==> config.mk <==
export PLATFORM = sky130hd
export DESIGN_NAME = mega_logic_unit_flat
export DESIGN_NICKNAME = d
export VERILOG_FILES = /design/src/rtl/mega_logic_unit_if.sv /design/src/rtl/mega_logic_unit.sv /design/src/flat_wrapper.sv
export SDC_FILE = /design/constraint.sdc
export NUM_CORES = 1
export LEC_CHECK = 0
export CORE_MARGIN = 2
export CORE_UTILIZATION = 35
export DETAILED_ROUTE_END_ITERATION = 16
export PLACE_DENSITY_LB_ADDON = 0.1
export SYNTH_ARGS = -nofsm -noshare
export SYNTH_HDL_FRONTEND = slang
export SYNTH_SLANG_ARGS = --single-unit
==> constraint.sdc <==
create_clock -name i_clk -period 7.2 [get_ports i_clk]
set_input_delay 1.44 -clock i_clk [delete_from_list [all_inputs] [get_ports i_clk]]
set_output_delay 1.44 -clock i_clk [all_outputs]
set_load 0.03 [all_outputs]
==> src/rtl/mega_logic_unit_if.sv <==
// Operand/result handshake bundle for mega_logic_unit: an operand channel from
// the source and a result channel to the consumer, each with valid/ready.
interface mega_logic_unit_if #(
  parameter int WIDTH = 64,
  parameter int CNT_W = 16
);
  logic             in_valid;
  logic             in_ready;
  logic [WIDTH-1:0] a;
  logic [WIDTH-1:0] b;
  logic [2:0]       op;
  logic             chain;
  logic             out_valid;
  logic             out_ready;
  logic [WIDTH-1:0] r;
  logic             zero;
  logic             ones;
  logic [CNT_W-1:0] count;

  modport master (
    output in_valid, a, b, op, chain, out_ready,
    input  in_ready, out_valid, r, zero, ones, count
  );

  modport slave (
    input  in_valid, a, b, op, chain, out_ready,
    output in_ready, out_valid, r, zero, ones, count
  );
endinterface

==> src/rtl/mega_logic_unit.sv <==
// Registered WIDTH-bit bitwise logic unit with a chaining accumulator and a
// one-entry valid/ready result stage; one result per accepted operand pair.
module mega_logic_unit #(
  parameter int WIDTH = 64,
  parameter int CNT_W = 16
) (
  input  logic           i_clk,
  input  logic           i_rst,
  mega_logic_unit_if.slave bus
);

  function automatic logic [WIDTH-1:0] f_logic_op(
    input logic [2:0]       op,
    input logic [WIDTH-1:0] x,
    input logic [WIDTH-1:0] y
  );
    logic [WIDTH-1:0] res;
    case (op)
      3'b000:  res = x & y;
      3'b001:  res = x | y;
      3'b010:  res = x ^ y;
      3'b011:  res = ~(x & y);
      3'b100:  res = ~(x | y);
      3'b101:  res = ~(x ^ y);
      3'b110:  res = x & ~y;
      default: res = y;
    endcase
    return res;
  endfunction

  logic             r_out_valid;
  logic [WIDTH-1:0] r_r;
  logic [WIDTH-1:0] r_acc;
  logic             r_zero;
  logic             r_ones;
  logic [CNT_W-1:0] r_count;

  logic             w_in_ready;
  logic             w_accept;
  logic [WIDTH-1:0] w_x;
  logic [WIDTH-1:0] w_y;
  logic [WIDTH-1:0] w_res;

  // Chaining folds the previous result in as X and moves A into the Y slot.
  assign w_x        = bus.chain ? r_acc : bus.a;
  assign w_y        = bus.chain ? bus.a : bus.b;
  assign w_res      = f_logic_op(bus.op, w_x, w_y);
  assign w_in_ready = ~r_out_valid | bus.out_ready;
  assign w_accept   = bus.in_valid & w_in_ready;

  // Result stage: reload on accept, otherwise drain when the consumer takes R.
  always_ff @(posedge i_clk) begin
    if (i_rst) begin
      r_out_valid <= 1'b0;
      r_r         <= '0;
      r_acc       <= '0;
      r_zero      <= 1'b1;
      r_ones      <= 1'b0;
      r_count     <= '0;
    end else if (w_accept) begin
      r_out_valid <= 1'b1;
      r_r         <= w_res;
      r_acc       <= w_res;
      r_zero      <= (w_res == '0);
      r_ones      <= (w_res == '1);
      r_count     <= r_count + CNT_W'(1);
    end else if (bus.out_ready) begin
      r_out_valid <= 1'b0;
    end
  end

  assign bus.in_ready  = w_in_ready;
  assign bus.out_valid = r_out_valid;
  assign bus.r         = r_r;
  assign bus.zero      = r_zero;
  assign bus.ones      = r_ones;
  assign bus.count     = r_count;

endmodule

==> src/flat_wrapper.sv <==
// flat-port wrapper written by rule: the top's interface ports become plain ports
module mega_logic_unit_flat 
#(
  parameter int WIDTH = 64,
  parameter int CNT_W = 16
)
  (i_clk, i_rst, bus_in_valid, bus_a, bus_b, bus_op, bus_chain, bus_out_ready, bus_in_ready, bus_out_valid, bus_r, bus_zero, bus_ones, bus_count);
  mega_logic_unit_if #(.WIDTH(WIDTH), .CNT_W(CNT_W)) bus_i ();
  input  logic i_clk;
  input  logic i_rst;
  input wire logic [$bits(bus_i.in_valid)-1:0] bus_in_valid;
  input wire logic [$bits(bus_i.a)-1:0] bus_a;
  input wire logic [$bits(bus_i.b)-1:0] bus_b;
  input wire logic [$bits(bus_i.op)-1:0] bus_op;
  input wire logic [$bits(bus_i.chain)-1:0] bus_chain;
  input wire logic [$bits(bus_i.out_ready)-1:0] bus_out_ready;
  output wire logic [$bits(bus_i.in_ready)-1:0] bus_in_ready;
  output wire logic [$bits(bus_i.out_valid)-1:0] bus_out_valid;
  output wire logic [$bits(bus_i.r)-1:0] bus_r;
  output wire logic [$bits(bus_i.zero)-1:0] bus_zero;
  output wire logic [$bits(bus_i.ones)-1:0] bus_ones;
  output wire logic [$bits(bus_i.count)-1:0] bus_count;
  assign bus_i.in_valid = bus_in_valid;
  assign bus_i.a = bus_a;
  assign bus_i.b = bus_b;
  assign bus_i.op = bus_op;
  assign bus_i.chain = bus_chain;
  assign bus_i.out_ready = bus_out_ready;
  assign bus_in_ready = bus_i.in_ready;
  assign bus_out_valid = bus_i.out_valid;
  assign bus_r = bus_i.r;
  assign bus_zero = bus_i.zero;
  assign bus_ones = bus_i.ones;
  assign bus_count = bus_i.count;
  mega_logic_unit #(.WIDTH(WIDTH), .CNT_W(CNT_W)) u_core (.i_clk(i_clk), .i_rst(i_rst), .bus(bus_i));
endmodule
* Yosys cells after proc, flatten, opt, wreduce, memory -nomap -nowiden
Cells that the tools add are included.
** Storage, ports and cells
- Register bits after elaboration :: 83
- Bits of input ports :: 136
- Output and inout bits :: 84
** Cells by class
- Add/sub/neg operators :: 1
- Eq/ne operators :: 7
- Mux-type cells :: 5
- Bitwise logic cells :: 11
- Reductions and logical operators :: 3
** Operators with widths (number)
- 64-bit one-hot mux with 7 select lines :: 1
- 64-bit NOT :: 4
- 64-bit bitwise AND :: 2
- 64-bit 2-to-1 mux :: 2
- 64-bit equality test (second input constant) :: 1
- 64-bit logical NOT :: 1
- 64-bit bitwise OR :: 1
- 64-bit XOR :: 1
- 16-bit by 1-bit adder with 16-bit output (second input constant) :: 1
- 3-bit equality test (second input constant) :: 3
- 3-bit by 2-bit equality test with 1-bit output (second input constant) :: 2
- 3-bit by 1-bit equality test with 1-bit output (second input constant) :: 1
- 3-bit logical NOT :: 1
- 1-bit 2-to-1 mux :: 2
- 2-bit nonzero test :: 1
- 1-bit bitwise AND :: 1
- 1-bit NOT :: 1
- 1-bit bitwise OR :: 1

* Depth between registers and ports, before layout
- Depth after elaboration :: 5
- Depth in mapped cells :: 17
- Mapped depth without buffers :: 11

* Least setup slack after synthesis
Ideal clock, no wire load.
- Path type :: input to register
- Start :: input bus_chain
- End :: register u_core.r_zero, in the netlist u_core.bus.zero
- Arrival :: 5.372 ns
- Data required time :: 7.131 ns
- Slack :: 1.759 ns
- Stages on the path :: 17
- Cells stage by stage :: buf_6 > buf_12 > buf_6 > buf_2 > clkbuf_1 > buf_1 > mux2i_1 > inv_1 > ha_1 > mux2_1 > o22ai_1 > nand2_1 > a211oi_2 > nand4b_1 > or4_1 > or4_1 > o21ai_1
** Between the ends
- Cells in the longest elaborated chain, start to end :: 5
- Elaborated cells on any way between the ends :: 12
- Classes of those cells :: 3 x mux; 8 x bitwise; 1 x reduce/logical
** Ends and longest elaborated chain
- from (decl) :: RTL line flat_wrapper.sv:15 : input wire logic [$bits(bus_i.chain)-1:0] bus_chain;
- 64-bit 2-to-1 mux (on tied branches) :: RTL line mega_logic_unit.sv:46, mega_logic_unit.sv:45
- 64-bit NOT, or another cell as far along :: RTL line mega_logic_unit.sv:25 : 3'b110: res = x & ~y;
- 64-bit bitwise AND, or another cell as far along :: RTL line mega_logic_unit.sv:25
- 64-bit one-hot mux with 7 select lines * :: RTL line mega_logic_unit.sv:18 : case (op)
- 64-bit logical NOT * :: RTL line mega_logic_unit.sv:64 : r_zero <= (w_res == '0);
- to (signal assigned) :: RTL line mega_logic_unit.sv:64
- to (decl) :: RTL line mega_logic_unit.sv:34 : logic r_zero;
Mark *: on every way between the ends. The rest lies on a longest branch, timed or not.
A chain may end at the register's enable or synchronous reset.

* Worst setup path after layout
- Start :: input bus_op[2]
- End :: register u_core.r_ones, in the netlist u_core.bus.ones
** Between the ends
- Cells in the longest elaborated chain, start to end :: 3
- Elaborated cells on any way between the ends :: 9
- Classes of those cells :: 7 x eq/ne; 1 x mux; 1 x reduce/logical
** Ends and longest elaborated chain
- from (decl) :: RTL line flat_wrapper.sv:14 : input wire logic [$bits(bus_i.op)-1:0] bus_op;
- 3-bit equality test, or another cell as far along :: RTL line mega_logic_unit.sv:18
- 64-bit one-hot mux with 7 select lines * :: RTL line mega_logic_unit.sv:18
- 64-bit equality test * :: RTL line mega_logic_unit.sv:65 : r_ones <= (w_res == '1);
- to (signal assigned) :: RTL line mega_logic_unit.sv:65
- to (decl) :: RTL line mega_logic_unit.sv:35 : logic r_ones;
Marks and branches as above.

==> run metrics <==
Post-synth EDFFs=0; Tmin final=4820 ps; Clock power frac=0.237; adder-cell area share of the yosys netlist=0.200; FF+latch area=1660 sq um; number of instances in the placed design=2090; Hold Startpoint=u_core.r_acc[13]; Yosys cell types=84; DR pass1 iterations=6; switching pwr=0.845 mW; Hold Path End=u_core.r_acc[13]; Setup WS pre-CTS=2110 ps; cell count of the worst hold path=2; Die Ht=190 microns; CTS Buf Count=9; R2R Path Start=u_core.r_acc[24]; clk sink count=83; DIE WIDTH=190 microns; site row count=67; combinational family with the most area after synthesis=compound AO/OA/AOI/OAI gates; post-route ant nets=0; unrepaired setup endpoints after global routing=no; top post-synthesis cells by area=ha_1 20%, dfxtp_1 14%, mux2i_1 14%; Crit Path Category=in2reg; CP Launch Type=primary input; Seq pwr share=0.263; CP required=7510 ps; most common cell after layout, fill and taps aside=clkdlybuf4s50_1; Post-Syn Area per Cell=7.96 sq um; PD cells=136 nW/um^2; clk slew on worst S/H paths=70 ps; insertion delay to the later sink of the worst-skew pair=370 ps; Net Count, Synth=1843; DP Wirelength=30000 microns; Final Non-Filler Cells=2105; reg2reg end=u_core.bus.zero; Arr. time, crit path=5140 ps; Setup Viol. Count Final=0; post-synthesis compound-gate area fraction=0.215; most used flip-flop cell after synthesis=dfxtp_1; # Post-CTS Setup Buffers=0; Multi-input gate area=9230 sq um; Port Buffers=219; setup ws final=2380 ps; R2R Setup Slk=4020 ps; first-pass GRT wire length=64300 microns; Slew @ Worst Pin=956 ps; Mapped Area=12100 sq um; n_diodes=0; fin util=0.433; H-tree Lvls=3; Initial Utilization=0.358; post-synth top area share=0.200; worst-path fanout max=48; gr ovfl total=0; core area=33700 sq um; Final Hold Vio Count=0; total track usage=0.229; layout cell share with drive strength beyond 1=0.0670; Power Total=1.99 mW; Min-Delay Path Class=reg2reg; CTS max path bufs=2; simple-gate portion of the synthesized area=0.145; area leader, netlist=ha_1; register area share after synthesis=0.138; # DRC=0; MaxCap Viol Count=0; synthesized flop and latch total=83; GP Congestion=0.839; Setup crit end kind=flip-flop; fin. max-slew vios=0; most frequent cells in the layout=214 x clkdlybuf4s50_1, 193 x ha_1, 165 x mux2i_1; final clock skew=11.0 ps; total length of routed wires=41800 microns; Initial DRC Count=748; TritonCTS clock tree=yes; via count=11700; largest net degree at the start of global routing=105; mux contribution to synthesized area=0.196; Total Die Area=35900 sq um; setup TNS=0 ps; Rel. slew slack=0.363; Peak supply drop=0.120 mV; io pins=220; vias in the first global route=11300; mean routed wirelength per cell=19.9 microns; CTS Hold Bufs=0; P_int=1.15 mW; Layout fillers=3397; Static Leak=6.63 nW; Comb power frac=0.501; vias per cell=5.57; CTS resizes=0; Gate Count Post-Synth=1514; reg2reg path depth=11; status=completed; xor/xnor share of the synthesized area=0.00800; asr flop ratio synth=0; root buf cell=clkbuf_16; Final Cycle Share=0.670; area growth from synthesis to layout=21.2%; FMAX=207 MHz; Synth Warn #=0; # nets final=1982; Sw Share=0.424; initial antenna violation count=0
-- critical path, stage by stage --
cell      delay, ps
buf_4           490
buf_4           490
or2_1           650
o22ai_1         140
a221oi_1        570
nand4_1         160
nor4_1          610
and4_1          310
nand4_1          80
o21ai_1         140
-- how the worst max path moves through the flow --
stage / from / to / slack, ps / cells past startpoint
after floorplan: bus_chain / u_core.bus.zero / 1760 / 17
after global placement: bus_op[2] / u_core.bus.ones / 2170 / 10
after detailed placement: bus_chain / u_core.bus.zero / 2110 / 11
after CTS: bus_chain / u_core.bus.zero / 2520 / 12
after global routing: bus_op[2] / u_core.bus.ones / 2190 / 10
final: bus_op[2] / u_core.bus.ones / 2380 / 10
-- Yosys cell counts, drive strengths merged (6+ instances only) --
| cell | n |
|---|---|
| o221ai | 22 |
| buf | 78 |
| or3 | 6 |
| o22ai | 40 |
| a2bb2oi | 11 |
| clkbuf | 34 |
| a211oi | 40 |
| nor2 | 126 |
| xor2 | 8 |
| mux2 | 50 |
| nor2b | 24 |
| o211ai | 19 |
| a221oi | 16 |
| nor4 | 8 |
| ha | 193 |
| o21ai | 53 |
| nand4 | 15 |
| nand3 | 17 |
| a22oi | 12 |
| nand2b | 16 |
| nand2 | 108 |
| a21oi | 105 |
| mux2i | 167 |
| inv | 142 |
| nor3 | 15 |
| a22o | 7 |
| dfxtp | 83 |
-- logic make-up after synthesis --
| logic type | after synthesis |
|---|---|
| buffers and inverters | 254 |
| DFF | 83 |
| AOI/OAI and AO/OA | 381 |
| adders and majority gates | 193 |
| and+or+nand+nor | 371 |
| muxes | 221 |
| xor gates and xnor gates | 11 |
-- routing by layer --
| layer | up-vias | share of wire | GRT usage |
|---|---|---|---|
| met3 | 54 | 0.056 | 0.0406 |
| li1 | 5699 | - | - |
| met2 | 379 | 0.45 | 0.377 |
| met5 | - | 0 | 0 |
| met4 | 0 | 0.028 | 0.0772 |
| met1 | 5599 | 0.47 | 0.301 |
-- flip-flops by register name (all words and copies together), names as in the netlist --
name,cells
u_core.bus.out_valid,1
u_core.bus.zero,1
u_core.bus.count,16
u_core.bus.ones,1
u_core.r_acc,64
-- power groups by stage --
stage / combinational [mW] / clock [mW] / sequential [mW]
finish: 0.997 / 0.472 / 0.524
global route: 1.09 / 0.502 / 0.529
CTS: 0.994 / 0.493 / 0.524
detailed placement: 0.988 / 0 / 0.534
global placement: 0.975 / 0 / 0.535
floorplan: 0.596 / 0 / 0.591
-- metrics by stage --
stage	hold slack, ps	instance area, sq um
finish	475	14600
global route	497	14600
CTS	480	14600
detailed placement	466	14300
global placement	466	14300
floorplan	594	12100
-- final cells by class --
type / count / area share
inverter: 142 / 0.0365
clock inverter: 5 / 0.00274
clock buffer: 10 / 0.0157
sequential: 83 / 0.114
timing repair buffer: 240 / 0.161
multi-input combinational: 1177 / 0.632
tap: 448 / 0.0384
Power figures use the tool's default switching activity.
